File: src/rtl/debounce_scheduler.sv
// Purpose: time-shared debouncer; one evaluation slot walks round-robin over NUM_CH synchronised buttons.
// Latency: a button change reaches debounced after HIST_WIDTH rounds of NUM_CH*(PRESCALE+3) clocks plus sync delay.
// Backpressure: none; enable low parks the scheduler in IDLE after the slot in flight completes.
module debounce_scheduler #(
   parameter int NUM_CH     = 3,
   parameter int HIST_WIDTH = 8,
   parameter int PRESCALE   = 16
) (
   input  logic                      clk,
   input  logic                      reset,
   input  logic                      enable,
   input  logic [NUM_CH-1:0]         buttons,
   output logic [NUM_CH-1:0]         debounced,
   output logic [NUM_CH-1:0]         rise,
   output logic [NUM_CH-1:0]         fall,
   output logic [$clog2(NUM_CH)-1:0] slot_idx,
   output logic                      busy
);

   localparam int SLOT_W = $clog2(NUM_CH);
   localparam int PS_W   = (PRESCALE > 1) ? $clog2(PRESCALE) : 1;

   localparam logic [PS_W-1:0]       PS_LAST   = PS_W'(PRESCALE - 1);
   localparam logic [SLOT_W-1:0]     SLOT_LAST = SLOT_W'(NUM_CH - 1);
   localparam logic [HIST_WIDTH-1:0] HIST_ONES = {HIST_WIDTH{1'b1}};
   localparam logic [HIST_WIDTH-1:0] HIST_ZERO = '0;

   // One slot = PRESCALE clocks of WAIT, then SAMPLE, EVAL and ADVANCE.
   typedef enum logic [2:0] {
      ST_IDLE,
      ST_WAIT,
      ST_SAMPLE,
      ST_EVAL,
      ST_ADVANCE
   } state_t;

   state_t                  state_q,  state_d;
   logic [PS_W-1:0]         ps_q,     ps_d;
   logic [SLOT_W-1:0]       slot_q,   slot_d;
   logic [NUM_CH-1:0]       sync1_q;
   logic [NUM_CH-1:0]       sync2_q;
   logic [HIST_WIDTH-1:0]   hist_q [NUM_CH];
   logic [HIST_WIDTH-1:0]   hist_d [NUM_CH];
   logic [NUM_CH-1:0]       deb_q,    deb_d;
   logic [NUM_CH-1:0]       rise_q,   rise_d;
   logic [NUM_CH-1:0]       fall_q,   fall_d;

   // History and synchronised level of the channel that owns the slot.
   logic [HIST_WIDTH-1:0]   sel_hist;
   logic                    sel_sync;
   logic                    sel_deb;

   assign sel_hist = hist_q[slot_q];
   assign sel_sync = sync2_q[slot_q];
   assign sel_deb  = deb_q[slot_q];

   // Two-flop synchroniser; only the second stage feeds the histories.
   always_ff @(posedge clk) begin
      if (reset) begin
         sync1_q <= '0;
         sync2_q <= '0;
      end else begin
         sync1_q <= buttons;
         sync2_q <= sync1_q;
      end
   end

   // Scheduler state, prescaler and slot owner registers.
   always_ff @(posedge clk) begin
      if (reset) begin
         state_q <= ST_IDLE;
         ps_q    <= '0;
         slot_q  <= '0;
      end else begin
         state_q <= state_d;
         ps_q    <= ps_d;
         slot_q  <= slot_d;
      end
   end

   // Next-state logic: pace slots with the prescaler and rotate the owner.
   always_comb begin
      state_d = state_q;
      ps_d    = ps_q;
      slot_d  = slot_q;
      unique case (state_q)
         ST_IDLE: begin
            ps_d = '0;
            if (enable) begin
               state_d = ST_WAIT;
            end
         end
         ST_WAIT: begin
            if (ps_q == PS_LAST) begin
               ps_d    = '0;
               state_d = ST_SAMPLE;
            end else begin
               ps_d = ps_q + PS_W'(1);
            end
         end
         ST_SAMPLE: begin
            state_d = ST_EVAL;
         end
         ST_EVAL: begin
            state_d = ST_ADVANCE;
         end
         ST_ADVANCE: begin
            slot_d  = (slot_q == SLOT_LAST) ? '0 : slot_q + SLOT_W'(1);
            // enable is looked at only here, so a slot always runs to completion.
            state_d = enable ? ST_WAIT : ST_IDLE;
         end
         default: begin
            state_d = ST_IDLE;
            ps_d    = '0;
         end
      endcase
   end

   // Datapath next-state: shift one history in SAMPLE, judge it in EVAL.
   always_comb begin
      hist_d = hist_q;
      deb_d  = deb_q;
      rise_d = '0;
      fall_d = '0;
      if (state_q == ST_SAMPLE) begin
         hist_d[slot_q] = {sel_hist[HIST_WIDTH-2:0], sel_sync};
      end
      if (state_q == ST_EVAL) begin
         // Only a unanimous history flips the level; anything mixed holds it.
         if ((sel_hist == HIST_ONES) && !sel_deb) begin
            deb_d[slot_q]  = 1'b1;
            rise_d[slot_q] = 1'b1;
         end else if ((sel_hist == HIST_ZERO) && sel_deb) begin
            deb_d[slot_q]  = 1'b0;
            fall_d[slot_q] = 1'b1;
         end
      end
   end

   // Histories, debounced levels and edge pulses.
   always_ff @(posedge clk) begin
      if (reset) begin
         for (int i = 0; i < NUM_CH; i++) begin
            hist_q[i] <= '0;
         end
         deb_q  <= '0;
         rise_q <= '0;
         fall_q <= '0;
      end else begin
         for (int i = 0; i < NUM_CH; i++) begin
            hist_q[i] <= hist_d[i];
         end
         deb_q  <= deb_d;
         rise_q <= rise_d;
         fall_q <= fall_d;
      end
   end

   assign debounced = deb_q;
   assign rise      = rise_q;
   assign fall      = fall_q;
   assign slot_idx  = slot_q;
   assign busy      = (state_q != ST_IDLE);

endmodule
File: config.mk
export PLATFORM = sky130hd
export DESIGN_NAME = debounce_scheduler
export DESIGN_NICKNAME = d
export VERILOG_FILES = /design/src/rtl/debounce_scheduler.sv
export SDC_FILE = /design/constraint.sdc
export NUM_CORES = 1
export LEC_CHECK = 0
export BUFFER_PORTS_ARGS = -buffer_cell sky130_fd_sc_hd__buf_4
export CAP_MARGIN = 30
export CORE_ASPECT_RATIO = 1.4
export CORE_MARGIN = 2
export CORE_UTILIZATION = 35
export CTS_BUF_LIST = sky130_fd_sc_hd__clkbuf_8
export CTS_CLUSTER_DIAMETER = 200
export DETAILED_ROUTE_END_ITERATION = 16
export PLACE_DENSITY = 0.63
export RECOVER_POWER = 25
export SETUP_SLACK_MARGIN = 0.4
export SYNTH_ARGS = -nofsm -noshare
export SYNTH_HDL_FRONTEND = slang
export SYNTH_SLANG_ARGS = --single-unit
File: constraint.sdc
create_clock -name clk -period 3.6 [get_ports clk]
set_input_delay 0.18 -clock clk [delete_from_list [all_inputs] [get_ports clk]]
set_output_delay 0.18 -clock clk [all_outputs]
set_load 0.005 [all_outputs]
== Word level (Yosys, flattened, before mapping) ==
Cells that the tools add are included.

* Add/sub/neg operators: 2
* Multiply operators: 0
* Div/mod/pow operators: 0
* $lt $le $gt $ge: 4
* Equal/unequal tests: 9
* Shifts and indexed selects: 0
* Mux-type cells: 21
* Bitwise operators: 7
* Reductions and logical operators: 14

{| class="wikitable"
|+ Operator list
! cell !! number
|-
| $bwmux 24 || 1
|-
| $mux 8 || 3
|-
| $bmux 8 s2 || 1
|-
| $demux 8 s2 || 1
|-
| $pmux 3 s5 || 1
|-
| $mux 3 || 4
|-
| $eq 8x8->1 const B || 1
|-
| $logic_not 8->1 || 1
|-
| $pmux 4 s2 || 1
|-
| $eq 3x2->1 const B || 2
|-
| $reduce_or 3->1 || 2
|-
| $add 4x1->4 const B || 1
|-
| $bmux 1 s2 || 2
|-
| $eq 4x4->1 const B || 1
|-
| $logic_and 1x1->1 || 4
|-
| $mux 1 || 4
|-
| $mux 4 || 1
|-
| $ne 2x2->1 const B || 2
|-
| $reduce_and 2->1 || 2
|-
| $reduce_or 4->1 || 1
|-
| $and 3x3->3 || 1
|-
| $eq 3x1->1 const B || 1
|-
| $eq 3x3->1 const B || 1
|-
| $ge 3x3->1 const B || 1
|-
| other kinds (15) || 17
|}

* Flip-flop bits (word level): 48
* Bits in latches: 0
* RAM bits: 0
* Bits in read-only memories: 0
* Input bits: 6
* Output and inout bits: 12
* Word-level logic and storage cells: 68
* Memories kept: 0

== Logic depth before layout (Yosys ltp) ==
* Depth after elaboration: 8
* Depth in mapped cells: 8
* Gate-level depth less buffers: 6

== Least setup slack after synthesis ==
No wires, ideal clock.

* Kind: reg2reg
* Start: reg slot_q[1] (netlist: slot_idx[1])
* End: reg (tool-made name)
* Library setup time: 116 ps
* Data arrival time: 2,004 ps
* Data required time: 3,484 ps
* Slack: 1,480 ps
* Cell stages (with the launch flop): 7
* Path buffers: 1
* Period minus slack after synthesis: 2,120 ps
* Path through: dfxtp_1 -> buf_6 -> mux2i_1 -> a2bb2oi_2 -> or4b_4 -> or4_1 -> o211a_1

{| class="wikitable"
|+ RTL lines
! item !! RTL line !! source
|-
| from (decl) || 39 || <nowiki>logic [SLOT_W-1:0] slot_q, slot_d;</nowiki>
|-
| from (signal assigned) || 77 || <nowiki>slot_q <= slot_d;</nowiki>
|}

==> metrics.txt <==
DP Wirelength=2800 um; n_diodes=0; area of the mapped netlist=0.002066 mm2; number of fill cells=598; Post-CTS Setup Bufs=0; Power Internal=783.4 uW; R2R setup slack=870 ps; M3 GR Usage=3.337%; vias in the first global route=1471; Critical Path AT=2920 ps; gpl congestion=0.8306; Max Root-Sink Buffers=2; Die Area=0.006541 mm2; crit-path cells=mux2i_1, a2bb2oi_2, or4b_4, or4_1, o211a_1; total negative slack=0 ps; first-pass GRT wire length=7072 um; DR WL/cell=13.91 um; cell count after synthesis=224; core area=0.005781 mm2; GRT Residual Overflow=0; power share of the combinational group=17.9%; Mean Syn Cell Area=9.222 um2; # rows=33; setup violators final=0; number of synthesized register bits=48; Slew Limit Fails=45; delay of the slowest critical-path stage=910 ps; critical path required time=3800 ps; r2r worst-path depth=5; failing checks=capacitance limit, slew limit; Final Instance Area=0.002282 mm2; WHS Path Cells=2; Peak VDD IR=223.7 uV; Initial Util=35.74%; Total GRT Usage=14.38%; worst-path maximum fanout=18; I/O pin count=18; CTS tree=done; slew of the pin with the lowest slew margin=1925 ps; placed inst area=0.002198 mm2; Sinks on Clock Net=48; P_leak=0.8439 nW; Worst slew margin=-28.36%; worst slack, placed=900.9 ps; worst hold slack=89.47 ps; register area share after synthesis=46.52%; fin crit share=75.74%; via count=1636; Num CTS Buffers=5; Tmin final=2727 ps; Final Net Count=240; hold buffer count at CTS=0; sequential power share=54.0%; final core occ=39.48%; max cap viols=1; DR vias/cell=5.382; initial detailed-routing violation count=70; Crit. End Element=flip-flop; Die Height=94.90 um; worst setup margin=873.4 ps; PD cells=486.5 mW/mm2; Synth Warn #=0; I/O Buffers=17; CP Class=flip-flop to flip-flop; Most Crowded Layer GR=met2; clock transition at the registers of the reported paths=90 ps; highest clock rate=366.8 MHz; Clock Latency Late Sink=300 ps; Clk network pwr share=28.1%; layout cells sized above 1=15.81%; GR Util met1=18.39%; Post-route DRC=0; largest net degree at the start of global routing=45; Post-Synthesis Net Count=231; Synth Flop Type=dfxtp_1; H-tree depth=2; ys async rst share=0%; Worst Hold Class=input pin to flip-flop; crit start category=flip-flop; Final Hold Fails=0; status=complete, but fails checks; CTS root buf=clkbuf_8; Antenna Violating Nets Remaining=0; antenna violations before repair=0; Distinct cells, synth=42; die width=68.93 um; Slowest cell on crit path=dfxtp_1; RSZ-0062 raised after global routing=no; DR pass1 iterations=4; Sw Share=29.44%; number of synthesized flops with an enable pin=0; met2 usage=22.92%; Total Wirelength=4229 um; NetSw=326.9 uW; Area Growth Syn to Fin=10.48%; worst clock skew=7.450 ps; cts repair resizes=0
[synthesized netlist by cell type, types with 2 or more instances]
| library cell | n | area share (%) |
|---|---|---|
| nand2_1 | 10 | 1.8 |
| o2bb2ai_1 | 2 | 0.85 |
| or2_2 | 2 | 0.61 |
| nor2b_1 | 7 | 2.1 |
| nor4_1 | 7 | 2.1 |
| nor3_2 | 2 | 0.97 |
| dfxtp_1 | 48 | 47 |
| mux2i_1 | 15 | 7.3 |
| nor2_1 | 46 | 8.4 |
| clkbuf_1 | 11 | 2.0 |
| a2bb2oi_1 | 4 | 1.7 |
| inv_1 | 2 | 0.36 |
| or3_1 | 2 | 0.61 |
| a21oi_1 | 8 | 1.9 |
| o2bb2ai_2 | 3 | 2.2 |
| nand4b_1 | 2 | 0.85 |
| nor3_1 | 12 | 2.9 |
| a211oi_1 | 6 | 2.2 |
| o211a_1 | 3 | 1.5 |
| buf_6 | 4 | 2.2 |
| or4_1 | 4 | 1.5 |
| nand2b_1 | 4 | 1.2 |
[placed cells by master (no fill, tap or decap), types with 2 or more instances in the layout]
cell and instances:
nor2b_1 7, buf_4 8, o2bb2ai_2 3, o211a_1 3, mux2i_1 15, or3_1 2, or4_1 4, nor3_1 12
inv_1 2, nor4_1 7, clkinv_2 2, a2bb2oi_1 4, o2bb2ai_1 2, clkbuf_4 9, a21oi_1 8, nor3_2 2
a211oi_1 6, nand2_1 10, dfxtp_1 48, nor2_1 46, or2_2 2, clkbuf_8 5, nand4b_1 2, nand2b_1 4
[routing by layer]
layer | vias up | wire (um)
li1 | 812 | -
met1 | 785 | 1883
met5 | - | 0
met4 | 0 | 85
met3 | 9 | 138
met2 | 30 | 2123
[worst max-delay path: cells and delay by family (launching register included)]
family	cells	cell delay (ps)
flip-flops	1	910
AO/OA/AOI/OAI	2	390
AND/OR/NAND/NOR	2	1020
multiplexers	1	290
[final timing paths]
| path | startpoint | end |
|---|---|---|
| worst min register to register | sync2_q[0]$_SDFF_PP0_ | hist_q[16]$_SDFFE_PP0P_ |
| worst min-delay path | buttons[2] | sync1_q[2]$_SDFF_PP0_ |
| worst max-delay path | slot_idx[1]$_SDFFE_PP0P_ | flip-flop |
| worst max register to register | slot_idx[1]$_SDFFE_PP0P_ | flip-flop |
[flip-flops by register name, summed over array words and instances (netlist names), named ones only]
signal    flops
sync1_q       3
ps_q          4
hist_q       24
sync2_q       3
rise          3
state_q       3
slot_idx      2
fall          3
[area by class of cell]
cell class                 count  area, um2  area share (%)
multi-input combinational    158       1007           44.13
inverter                       2      7.507          0.3289
clock inverter                 3      18.77          0.8224
timing repair buffer          18      131.4           5.757
sequential                    48      960.9           42.11
tap                           70      87.58           3.838
clock buffer                   5      68.82           3.015
[per-stage QoR]
| stage | power (mW) | std cells |
|---|---|---|
| after detailed placement | 0.8120 | 296 |
| after global routing | 1.173 | 304 |
| after floorplan | 0.7613 | 224 |
| after CTS | 1.124 | 304 |
| final | 1.110 | 304 |
| after global placement | 0.8082 | 296 |
[cells by family (layout without fill, tap and decap cells)]
logic type / after synthesis / in the layout / synth area share, %
and+or+nand+nor: 109 / 109 / 27.80
DFF: 48 / 48 / 46.52
AOI/OAI and AO/OA: 32 / 32 / 12.66
buffers and inverters: 18 / 28 / 4.724
muxes: 15 / 15 / 7.268
adders and majority gates: 1 / 1 / 0.6056
xor gates and xnor gates: 1 / 1 / 0.4241
[power groups by stage]
stage          clock, mW  sequential, mW  combinational [mW]
6_report           0.312           0.600               0.198
5_1_grt            0.345           0.607               0.222
4_1_cts            0.325           0.599               0.200
3_5_place_dp           0           0.611               0.201
3_3_place_gp           0           0.611               0.197
2_1_floorplan          0           0.588               0.173
No activity file was read; power rests on OpenSTA's default activity.
